$ cat config.mk
export PLATFORM = sky130hd
export DESIGN_NAME = palette_pixel_stream
export DESIGN_NICKNAME = d
export VERILOG_FILES = /design/src/rtl/palette_pixel_stream.sv
export SDC_FILE = /design/constraint.sdc
export NUM_CORES = 1
export LEC_CHECK = 0
export CORE_MARGIN = 3
export CORE_UTILIZATION = 50
export CTS_CLUSTER_DIAMETER = 50
export DETAILED_ROUTE_END_ITERATION = 6
export GPL_TIMING_DRIVEN = 0
export PLACE_DENSITY = 0.83
export SETUP_SLACK_MARGIN = 0.2
export SLEW_MARGIN = 20
export SYNTH_ARGS = -nofsm -noshare
export SYNTH_HDL_FRONTEND = slang
export SYNTH_SLANG_ARGS = --single-unit
$ cat constraint.sdc
create_clock -name clk -period 14.15 [get_ports clk]
set_input_delay 2.83 -clock clk [delete_from_list [all_inputs] [get_ports clk]]
set_output_delay 2.83 -clock clk [all_outputs]
set_load 0.01 [all_outputs]
$ cat src/rtl/palette_pixel_stream.sv
// palette_pixel_stream: streams a palette-indexed frame as packed RGB565/RGB332 beats.
// Index ROM -> palette ROM -> converted-pixel FIFO -> beat assembler -> registered output.
module palette_pixel_stream #(
    parameter int H_RES      = 96,
    parameter int V_RES      = 64,
    parameter int IDX_W      = 8,
    parameter int PPB        = 1,
    parameter int FIFO_DEPTH = 4,
    localparam int AW        = $clog2(H_RES * V_RES)
) (
    input  logic              clk,
    input  logic              rst,
    input  logic              enable,
    input  logic              mode,
    output logic [AW-1:0]     pix_addr,
    input  logic [IDX_W-1:0]  pix_idx,
    output logic [IDX_W-1:0]  pal_addr,
    input  logic [7:0]        pal_r,
    input  logic [7:0]        pal_g,
    input  logic [7:0]        pal_b,
    output logic              out_valid,
    input  logic              out_ready,
    output logic [3:0]        byte_count,
    output logic [119:0]      d_out,
    output logic              sof,
    output logic              eof
);
    localparam int N  = H_RES * V_RES;
    localparam int PW = $clog2(FIFO_DEPTH);
    localparam int CW = $clog2(FIFO_DEPTH + 1);

    logic [AW-1:0]  r_addr;
    logic           r_mode;
    logic           r_v1, r_v2, r_m1, r_m2, r_f1, r_f2, r_l1, r_l2;
    logic [18:0]    r_mem [FIFO_DEPTH];
    logic [PW-1:0]  r_wp, r_rp;
    logic [CW-1:0]  r_cnt;
    logic [119:0]   r_acc_d;
    logic [3:0]     r_acc_b;
    logic [2:0]     r_acc_n;
    logic           r_acc_done, r_acc_sof, r_acc_eof;
    logic           r_ov, r_sof, r_eof;
    logic [3:0]     r_bc;
    logic [119:0]   r_d;

    logic [CW:0]    w_busy;
    logic           w_fetch, w_fmode, w_take, w_load, w_oready;
    logic           w_hm, w_hf, w_hl;
    logic [15:0]    w_hpx, w_px;
    logic [119:0]   w_ext, w_nd;
    logic [3:0]     w_nb;
    logic [2:0]     w_nn;
    logic           w_ndone, w_nsof, w_neof;

    // Fetch budget counts pixels already queued plus those still in the ROM pipeline.
    assign w_busy   = {1'b0, r_cnt} + (CW+1)'(r_v1) + (CW+1)'(r_v2);
    assign w_fetch  = enable && (w_busy < (CW+1)'(FIFO_DEPTH));
    assign w_fmode  = (r_addr == '0) ? mode : r_mode;
    assign pix_addr = r_addr;
    assign pal_addr = r_v1 ? pix_idx : '0;
    assign w_px     = r_m2 ? {8'h00, pal_r[7:5], pal_g[7:5], pal_b[7:6]}
                           : {pal_r[7:3], pal_g[7:2], pal_b[7:3]};

    always_ff @(posedge clk or posedge rst) begin
        if (rst) begin
            r_addr <= '0;
            r_mode <= 1'b0;
            r_v1   <= 1'b0;
            r_v2   <= 1'b0;
            r_m1   <= 1'b0;
            r_m2   <= 1'b0;
            r_f1   <= 1'b0;
            r_f2   <= 1'b0;
            r_l1   <= 1'b0;
            r_l2   <= 1'b0;
        end else begin
            r_v1 <= w_fetch;
            r_m1 <= w_fmode;
            r_f1 <= (r_addr == '0);
            r_l1 <= (r_addr == AW'(N - 1));
            r_v2 <= r_v1;
            r_m2 <= r_m1;
            r_f2 <= r_f1;
            r_l2 <= r_l1;
            if (w_fetch) begin
                r_addr <= (r_addr == AW'(N - 1)) ? '0 : r_addr + 1'b1;
                r_mode <= w_fmode;
            end
        end
    end

    always_ff @(posedge clk) begin
        if (r_v2)
            r_mem[r_wp] <= {r_m2, r_f2, r_l2, w_px};
    end

    assign {w_hm, w_hf, w_hl, w_hpx} = r_mem[r_rp];
    assign w_take   = !r_acc_done && (r_cnt != '0);
    assign w_oready = !r_ov || out_ready;

    // The head pixel may complete a beat and go straight to the output in the same cycle.
    assign w_ext   = w_hm ? {w_hpx[7:0], 112'b0} : {w_hpx, 104'b0};
    assign w_nd    = r_acc_d | (w_take ? (w_ext >> {r_acc_b, 3'b000}) : '0);
    assign w_nb    = r_acc_b + (w_take ? (w_hm ? 4'd1 : 4'd2) : 4'd0);
    assign w_nn    = r_acc_n + {2'b00, w_take};
    assign w_ndone = r_acc_done || (w_take && ((w_nn == 3'(PPB)) || w_hl));
    assign w_nsof  = r_acc_sof || (w_take && w_hf);
    assign w_neof  = r_acc_eof || (w_take && w_hl);
    assign w_load  = w_ndone && w_oready;

    always_ff @(posedge clk or posedge rst) begin
        if (rst) begin
            r_wp  <= '0;
            r_rp  <= '0;
            r_cnt <= '0;
        end else begin
            if (r_v2)
                r_wp <= (r_wp == PW'(FIFO_DEPTH - 1)) ? '0 : r_wp + 1'b1;
            if (w_take)
                r_rp <= (r_rp == PW'(FIFO_DEPTH - 1)) ? '0 : r_rp + 1'b1;
            r_cnt <= r_cnt + CW'(r_v2) - CW'(w_take);
        end
    end

    always_ff @(posedge clk or posedge rst) begin
        if (rst) begin
            r_acc_d    <= '0;
            r_acc_b    <= '0;
            r_acc_n    <= '0;
            r_acc_done <= 1'b0;
            r_acc_sof  <= 1'b0;
            r_acc_eof  <= 1'b0;
        end else if (w_load) begin
            r_acc_d    <= '0;
            r_acc_b    <= '0;
            r_acc_n    <= '0;
            r_acc_done <= 1'b0;
            r_acc_sof  <= 1'b0;
            r_acc_eof  <= 1'b0;
        end else begin
            r_acc_d    <= w_nd;
            r_acc_b    <= w_nb;
            r_acc_n    <= w_nn;
            r_acc_done <= w_ndone;
            r_acc_sof  <= w_nsof;
            r_acc_eof  <= w_neof;
        end
    end

    always_ff @(posedge clk or posedge rst) begin
        if (rst) begin
            r_ov  <= 1'b0;
            r_d   <= '0;
            r_bc  <= '0;
            r_sof <= 1'b0;
            r_eof <= 1'b0;
        end else if (w_oready) begin
            r_ov  <= w_load;
            r_d   <= w_load ? w_nd : '0;
            r_bc  <= w_load ? w_nb : '0;
            r_sof <= w_load && w_nsof;
            r_eof <= w_load && w_neof;
        end
    end

    assign out_valid  = r_ov;
    assign d_out      = r_d;
    assign byte_count = r_bc;
    assign sof        = r_sof;
    assign eof        = r_eof;
endmodule

# Word level (Yosys, flattened, before mapping)
# Memories as Yosys holds them, arrays and structs flattened.
# Cells that the tools add are included.
[totals] register_bits=286 mem_bits_rw=76 n_memories=1
[memory_table] name="r_mem" words=4 word_bits=19 rd=1 rd_clocked_by_memory_dff=0 wr=1 line_no="35" text="logic [18:0] r_mem [FIFO_DEPTH];"
[op_classes] addsub=9 magnitude_cmp=1 n_eq_ne=4 shift=1 muxes=20 bitwise_logic=1 reduce_logical=17
[ops] operator="two-way mux 120 bit" n=4
[ops] operator="bitwise OR 120 bit" n=1
[ops] operator="right shift 120 x 7 -> 120 bit" n=1
[ops] operator="two-way mux 16 bit" n=1
[ops] operator="adder 13 x 1 -> 13 bit, second input constant" n=1
[ops] operator="== test 13 bit, second input constant" n=1
[ops] operator="zero test 13 bit" n=1
[ops] operator="two-way mux 13 bit" n=1
[ops] operator="logical AND 1 bit" n=8
[ops] operator="two-way mux 2 bit" n=4
[ops] operator="two-way mux 4 bit" n=2
[ops] operator="two-way mux 8 bit" n=1
[ops] operator="adder 3 x 1 -> 3 bit" n=2
[ops] operator="two-way mux 1 bit" n=6
[ops] operator="logical OR 1 bit" n=5
[ops] operator="adder 2 x 1 -> 2 bit, second input constant" n=2
[ops] operator="adder 3 x 1 -> 4 bit" n=1
[ops] operator="adder 4 x 1 -> 4 bit" n=1
[ops] operator="adder 4 x 2 -> 4 bit" n=1
[ops] operator="== test 2 bit, second input constant" n=2
[ops] operator="< comparator 4 x 3 -> 1 bit, second input constant" n=1
[ops] operator="== test 3 x 1 -> 1 bit, second input constant" n=1
[ops] operator="two-way mux 3 bit" n=1
[ops] operator="nonzero test 3 bit" n=1
[ops] operator="other kinds (2)" n=3

# Depth between registers and ports, before layout
# Gate-level depths: netlist of run 1.
[depth] word_depth=9 ltp_mapped=12

# Worst setup path before layout of run 1
# No wires, ideal clock.
[synth_timing] kind="input port to output port" from="input pix_idx[0]" to="output pal_addr[0]" arrival_ps=2995 t_required_ps=11320 setup_slack_ps=8325 path_stages=1 n_path_buf=0 path_cell_list="and2_1"
[synth_between] elab_chain_len=1
[synth_lines] item="from (decl)" line_no="16" text="input logic [IDX_W-1:0] pix_idx,"
[synth_lines] item="two-way mux 8 bit" line_no="60" text="assign pal_addr = r_v1 ? pix_idx : '0;"
[synth_lines] item="to (decl)" line_no="17" text="output logic [IDX_W-1:0] pal_addr,"
# No other way between the ends.

# Worst setup path after layout of run 1
# Same ends and word-level chain as after synthesis.

==> run metrics, run 1 <==
most frequent CP cell=clkdlybuf4s50_1; clk sinks=362; asr flop ratio synth=79.0%; initial cell density of the core=50.9%; n_diodes=0; Initial DRC Count=1403; DRC=0; maximum capacitance violations=0; Setup crit start kind=primary input; Sequential Power Share=34.2%; PortBufs=176; Buf/Inv on CP=2; Die Area=33400 µm²; Max Clock Skew=0.0228 ns; commonest cells in the synthesized netlist=dfrtp_1, nor2_1, o21ai_0; Finished Core Util=62.8%; unrepaired setup endpoints after global routing=no; CP peak stage delay=0.54 ns; Routed WL per cell=22.0 µm; Total GRT Usage=27.9%; Clock Power Share=23.4%; row cnt=64; area grow syn2layout=23.4%; pwr dens=226 nW/µm²; Tightest Pin Transition=1.14 ns; period utilization=47.9%; FF+latch count, synth=362; sw frac=40.7%; placed cell count=2046; CP delay by family, top=buffers and inverters; most frequent cell after synthesis=dfrtp_1; Arrival @ worst endpoint=3.94 ns; final WL=46700 µm; Clock Tree Root=clkbuf_16; Slew HR=22.2%; num ports=185; setup_tns=0 ns; worst skew pair latency=0.54 ns; Hold Fails Final Rpt=0; outcome=finished, final reports clean; Critical Path Slowest Stage Cell=clkdlybuf4s50_1; Num CTS Buffers=41; Layout Cells excl Fill=2121; via-per-instance ratio=6.13; post-synth cell types=60; die span in x=183 µm; Syn Nets=1524; Crit Path Max Fanout=1; Post-DRT Antenna Nets=0; Die Ht=183 µm; largest area contributor in the netlist=dfrtp_1; initial antenna violation count=0; Post-Syn Area=15600 µm²; synth top area cells=dfrtp_1, edfxtp_1, nor2_1, o21ai_0, nor3_1; CP required=11.32 ns; Psw=0.00177 W; Post-synth EDFFs=76; combinational power share=42.4%; Final setup viols=0; Worst Hold Class=flip-flop to flip-flop; register area share after synthesis=60.3%; post-detail-place hpwl=32400 µm; DR vias=12998; Final Max Tran Viols=0; CTS tree=built; post-CTS resize count=0; first-pass GRT wire length=73200 µm; cell count after synthesis=1470; vias in the first global route=13117; largest net degree at the start of global routing=113; worst vdd rail ir drop=0.122 mV; total congestion overflow=0; ys flop type=dfrtp_1; Initial DRT Pass Iterations=6; Final nets=1747; hold_buf cts=0; postcts setup bufs=0; synthesized area per cell=10.6 µm²; CP Cell Sequence=clkdlybuf4s50_1 -> and2_1 -> clkdlybuf4s50_1; core footprint=30700 µm²; Clock H-tree levels=2; top cell type's share of synthesized area=45.8%; share of layout cells above drive strength 1=8.12%; leak pwr=8.17 nW; min Tclk post-route=6.77 ns; crit path kind=primary input to primary output; Clock Path Buffers=3; Critical Path End Type=primary output; P_int=0.00258 W; f_max=0.148 GHz; routability cong.=0.945; Clk pin slew, worst setup/hold paths=0.06 ns; synth warn=0
==> placed cells by master (no fill, tap or decap), types with 6 or more instances in the layout <==
cell and instances:
or4_1 9, buf_2 15, a21o_1 6, and2_1 16, mux2_2 20, clkdlybuf4s50_1 176, nor3_1 96, or3_1 7
nor2_1 271, mux2i_2 8, o21ai_0 121, nand2_1 80, dfrtp_1 286, buf_1 9, a31oi_1 20, mux2i_1 27
nand3_1 13, nor2b_1 14, clkbuf_1 86, nand2b_1 9, o21a_1 12, mux4_2 19, a21oi_1 94, ha_1 15
xnor2_1 6, edfxtp_1 76, inv_1 16, o21ai_1 19, o22ai_1 39, clkbuf_16 42
==> worst register-to-register path: cells and delay by family (launching register included) <==
kind,cells,cell delay (ns)
adder cells (fa/ha/maj),2,0.46
buffers and inverters,3,1.68
flip-flops,1,0.42
AO/OA/AOI/OAI,4,0.81
XOR/XNOR,1,0.26
AND/OR/NAND/NOR,2,1.08
==> metrics by stage <==
stage | instance area [µm²] | setup WS, ns | hold WS (ns) | power (W)
global placement | 17900 | 0.342 | 0.337 | 0.00322
finish | 19300 | 7.38 | 0.354 | 0.00435
CTS | 19300 | 7.37 | 0.353 | 0.00432
detailed placement | 18000 | 7.37 | 0.335 | 0.00329
floorplan | 15600 | 3.43 | 0.331 | 0.00245
global route | 19300 | 7.33 | 0.358 | 0.00456
==> metal layers <==
metal	global-route usage [%]	routed length (µm)	part of all wire, %	vias to the layer above
met4	10.7	1930	4.1	0
met3	6.35	4960	11	150
met1	37.5	18000	39	6353
met5	0	0	0	-
met2	44.7	21800	47	842
li1	-	-	-	5653
==> state kept, by name (all words and copies together) (netlist names), 2 cells and up <==
register	count
r_cnt	3
pix_addr	13
byte_count	4
r_acc_d	120
r_mem	76
r_rp	2
r_acc_n	3
r_acc_b	4
r_wp	2
d_out	120
==> logic make-up (layout without fill, tap and decap cells) <==
kind of cell | count (synthesis) | in the layout | share of synthesized area [%]
simple gates | 547 | 547 | 15.7
flops | 362 | 362 | 60.3
compound gates | 339 | 339 | 12.3
buf+inv | 122 | 377 | 3.14
mux | 74 | 74 | 6.54
fa+ha+maj | 17 | 17 | 1.46
xor+xnor | 9 | 9 | 0.504
==> final cells by class <==
class / count / area (µm²)
Fill cell: 2481 / 11500
Sequential cell: 362 / 9440
Multi-Input combinational cell: 986 / 5720
Timing Repair Buffer: 180 / 1840
Clock buffer: 55 / 1150
Tap cell: 396 / 495
Buffer: 104 / 424
Clock inverter: 20 / 154
Inverter: 18 / 75.1
==> worst paths after layout <==
path                       startpoint     endpoint  slack [ns]  cells past startpoint
setup / recovery           pix_idx[0]  pal_addr[0]        7.38                      3
hold / removal                   r_f1         r_f2        0.35                      0
setup reg to reg             r_cnt[2]    d_out[11]        9.34                     12
hold reg to reg                  r_f1         r_f2        0.35                      0
max in group asynchronous         rst    d_out[14]        9.93                      4
min in group asynchronous         rst    d_out[86]        2.85                      2
==> power groups by stage <==
stage          Sequential [W]  Combinational [W]  Clock, W
6_report              0.00149            0.00185   0.00102
5_1_grt               0.00152            0.00197   0.00107
4_1_cts               0.00149            0.00181   0.00103
3_5_place_dp          0.00150            0.00179         0
3_3_place_gp          0.00149            0.00173         0
2_1_floorplan         0.00151           0.000935         0
Power figures use the tool's default switching activity.
==> inputs of run 2 (changes only) <==
Clock period 14.15 ns to 6.25 ns, I/O delays scaled along.
==> run metrics, run 2 (same netlist as run 1, synthesis figures left out) <==
worst skew pair latency=0.53 ns; hold_buf cts=0; DRC=1; Total GRT Usage=28.0%; WL met2=21900 µm; Clk pin slew, worst setup/hold paths=0.06 ns; area grow syn2layout=23.9%; RR Startpoint=r_cnt[2]; Hold Path Origin=r_l1; Critical Path Source=r_cnt[2]; most frequent cells in the layout=dfrtp_1, nor2_1, clkdlybuf4s50_1; first-pass GRT wire length=73500 µm; die span in x=183 µm; Critical Path End=d_out[4]; n_diodes=0; Max Clock Skew=0.0123 ns; clk sinks=362; sw frac=40.3%; Initial DRT Pass Iterations=7; Fillers=2369; crit path kind=flip-flop to flip-flop; Sequential Power Share=34.3%; unrepaired setup endpoints after global routing=no; Clock Power Share=23.5%; Psw=0.00397 W; fin worst setup slack=1.62 ns; Clock Path Buffers=3; initial cell density of the core=50.9%; Initial DRC Count=1630; P_int=0.00589 W; Tightest Pin Transition=1.21 ns; routability cong.=0.956; setup_tns=0 ns; CP required=6.69 ns; largest net degree at the start of global routing=37; final WL=46900 µm; Critical Path Slowest Stage Cell=nor3_1; f_max=0.216 GHz; post-CTS resize count=0; Num CTS Buffers=39; Critical Path End Type=flip-flop; Die Area=33400 µm²; Final Max Tran Viols=0; share of layout cells above drive strength 1=8.30%; core footprint=30700 µm²; most frequent CP cell=clkbuf_1; slack of the worst reg-to-reg path=1.62 ns; PortBufs=176; vias in the first global route=13235; violations in the final reports=design-rule violations; post-detail-place hpwl=32600 µm; Final setup viols=0; Clock H-tree levels=2; Levels on crit path=12; row cnt=64; postcts setup bufs=0; Arrival @ worst endpoint=5.07 ns; commonest non-fill, non-tap cell in the layout=dfrtp_1; combinational power share=42.2%; DR top layer=met4; outcome=finished with violations; period utilization=74.1%; maximum capacitance violations=0; Setup crit start kind=flip-flop; CTS tree=built; worst vdd rail ir drop=0.267 mV; Final nets=1750; CP delay by family, top=buffers and inverters; CP Cell Sequence=nor3_1 -> clkbuf_1 -> nor2_1 -> ha_1 -> ha_1 -> xnor2_1 -> a31o_2 -> a211o_1 -> clkbuf_1 -> clkbuf_1 -> o21ai_0 -> a31oi_1; total congestion overflow=0; via-per-instance ratio=6.13; Hold Fails Final Rpt=0; Buf/Inv on CP=3; Worst Hold Class=flip-flop to flip-flop; Crit Path Max Fanout=10; met3 WL=4670 µm; FF-to-FF End=d_out[4]; Post-DRT Antenna Nets=0; Routed WL per cell=22.1 µm; CP peak stage delay=0.80 ns; leak pwr=8.20 nW; dpl ws=1.87 ns; R2R cell count=12; WL met1=18000 µm; DR vias=12996; pwr dens=509 nW/µm²; initial antenna violation count=0; Clock Tree Root=clkbuf_16; Die Ht=183 µm; num ports=185; Slew HR=17.9%; min Tclk post-route=4.63 ns
-- run 2: cell types whose count changed in the layout (fill, tap and decap cells not counted), sizes merged --
cell      before  now
buf           30   35
bufinv         0    3
clkbuf       133  129
clkinv        11    6
clkinvlp       5    6
inv           22   20
-- run 2: worst min path at each step --
| stage | endpoint | depth (start not counted) |
|---|---|---|
| floorplan | r_f2 | 0 |
| global placement | r_f2 | 0 |
| detailed placement | r_l2 | 0 |
| CTS | r_l2 | 0 |
| global route | r_l2 | 0 |
| finish | r_l2 | 0 |
-- run 2: per-stage QoR --
step	hold slack [ns]	area [µm²]	power [W]	cells	utilization [%]
finish	0.350	19400	0.00987	2119	63.0
global route	0.369	19400	0.0103	2119	63.0
CTS	0.354	19400	0.00980	2119	63.0
detailed placement	0.341	18100	0.00743	2051	58.8
global placement	0.335	17900	0.00727	2042	58.2
floorplan	0.331	15600	0.00555	1470	-
-- run 2: power groups by stage --
stage	sequential [W]	clock [W]	combinational, W
after CTS	0.00337	0.00233	0.00410
final	0.00338	0.00232	0.00416
after floorplan	0.00343	0	0.00212
after detailed placement	0.00340	0	0.00403
after global placement	0.00338	0	0.00389
after global routing	0.00343	0.00244	0.00445
-- run 2: layer usage --
metal  track usage [%]  vias to the layer above
met3              5.57                      178
met2              44.4                      799
met1              37.3                     6363
met5                 0                        -
met4              13.7                        0
li1                  -                     5656
-- run 2: final cells by class --
type / instances / area (µm²) / share of cell area (%)
multi-input cells: 986 / 5720 / 29.5
plain buffers: 104 / 424 / 2.19
inverters: 18 / 71.3 / 0.368
clock inverters: 17 / 199 / 1.03
repair buffers: 185 / 1930 / 9.98
well taps: 396 / 495 / 2.56
flip-flops and latches: 362 / 9440 / 48.7
clock buffers: 51 / 1090 / 5.63
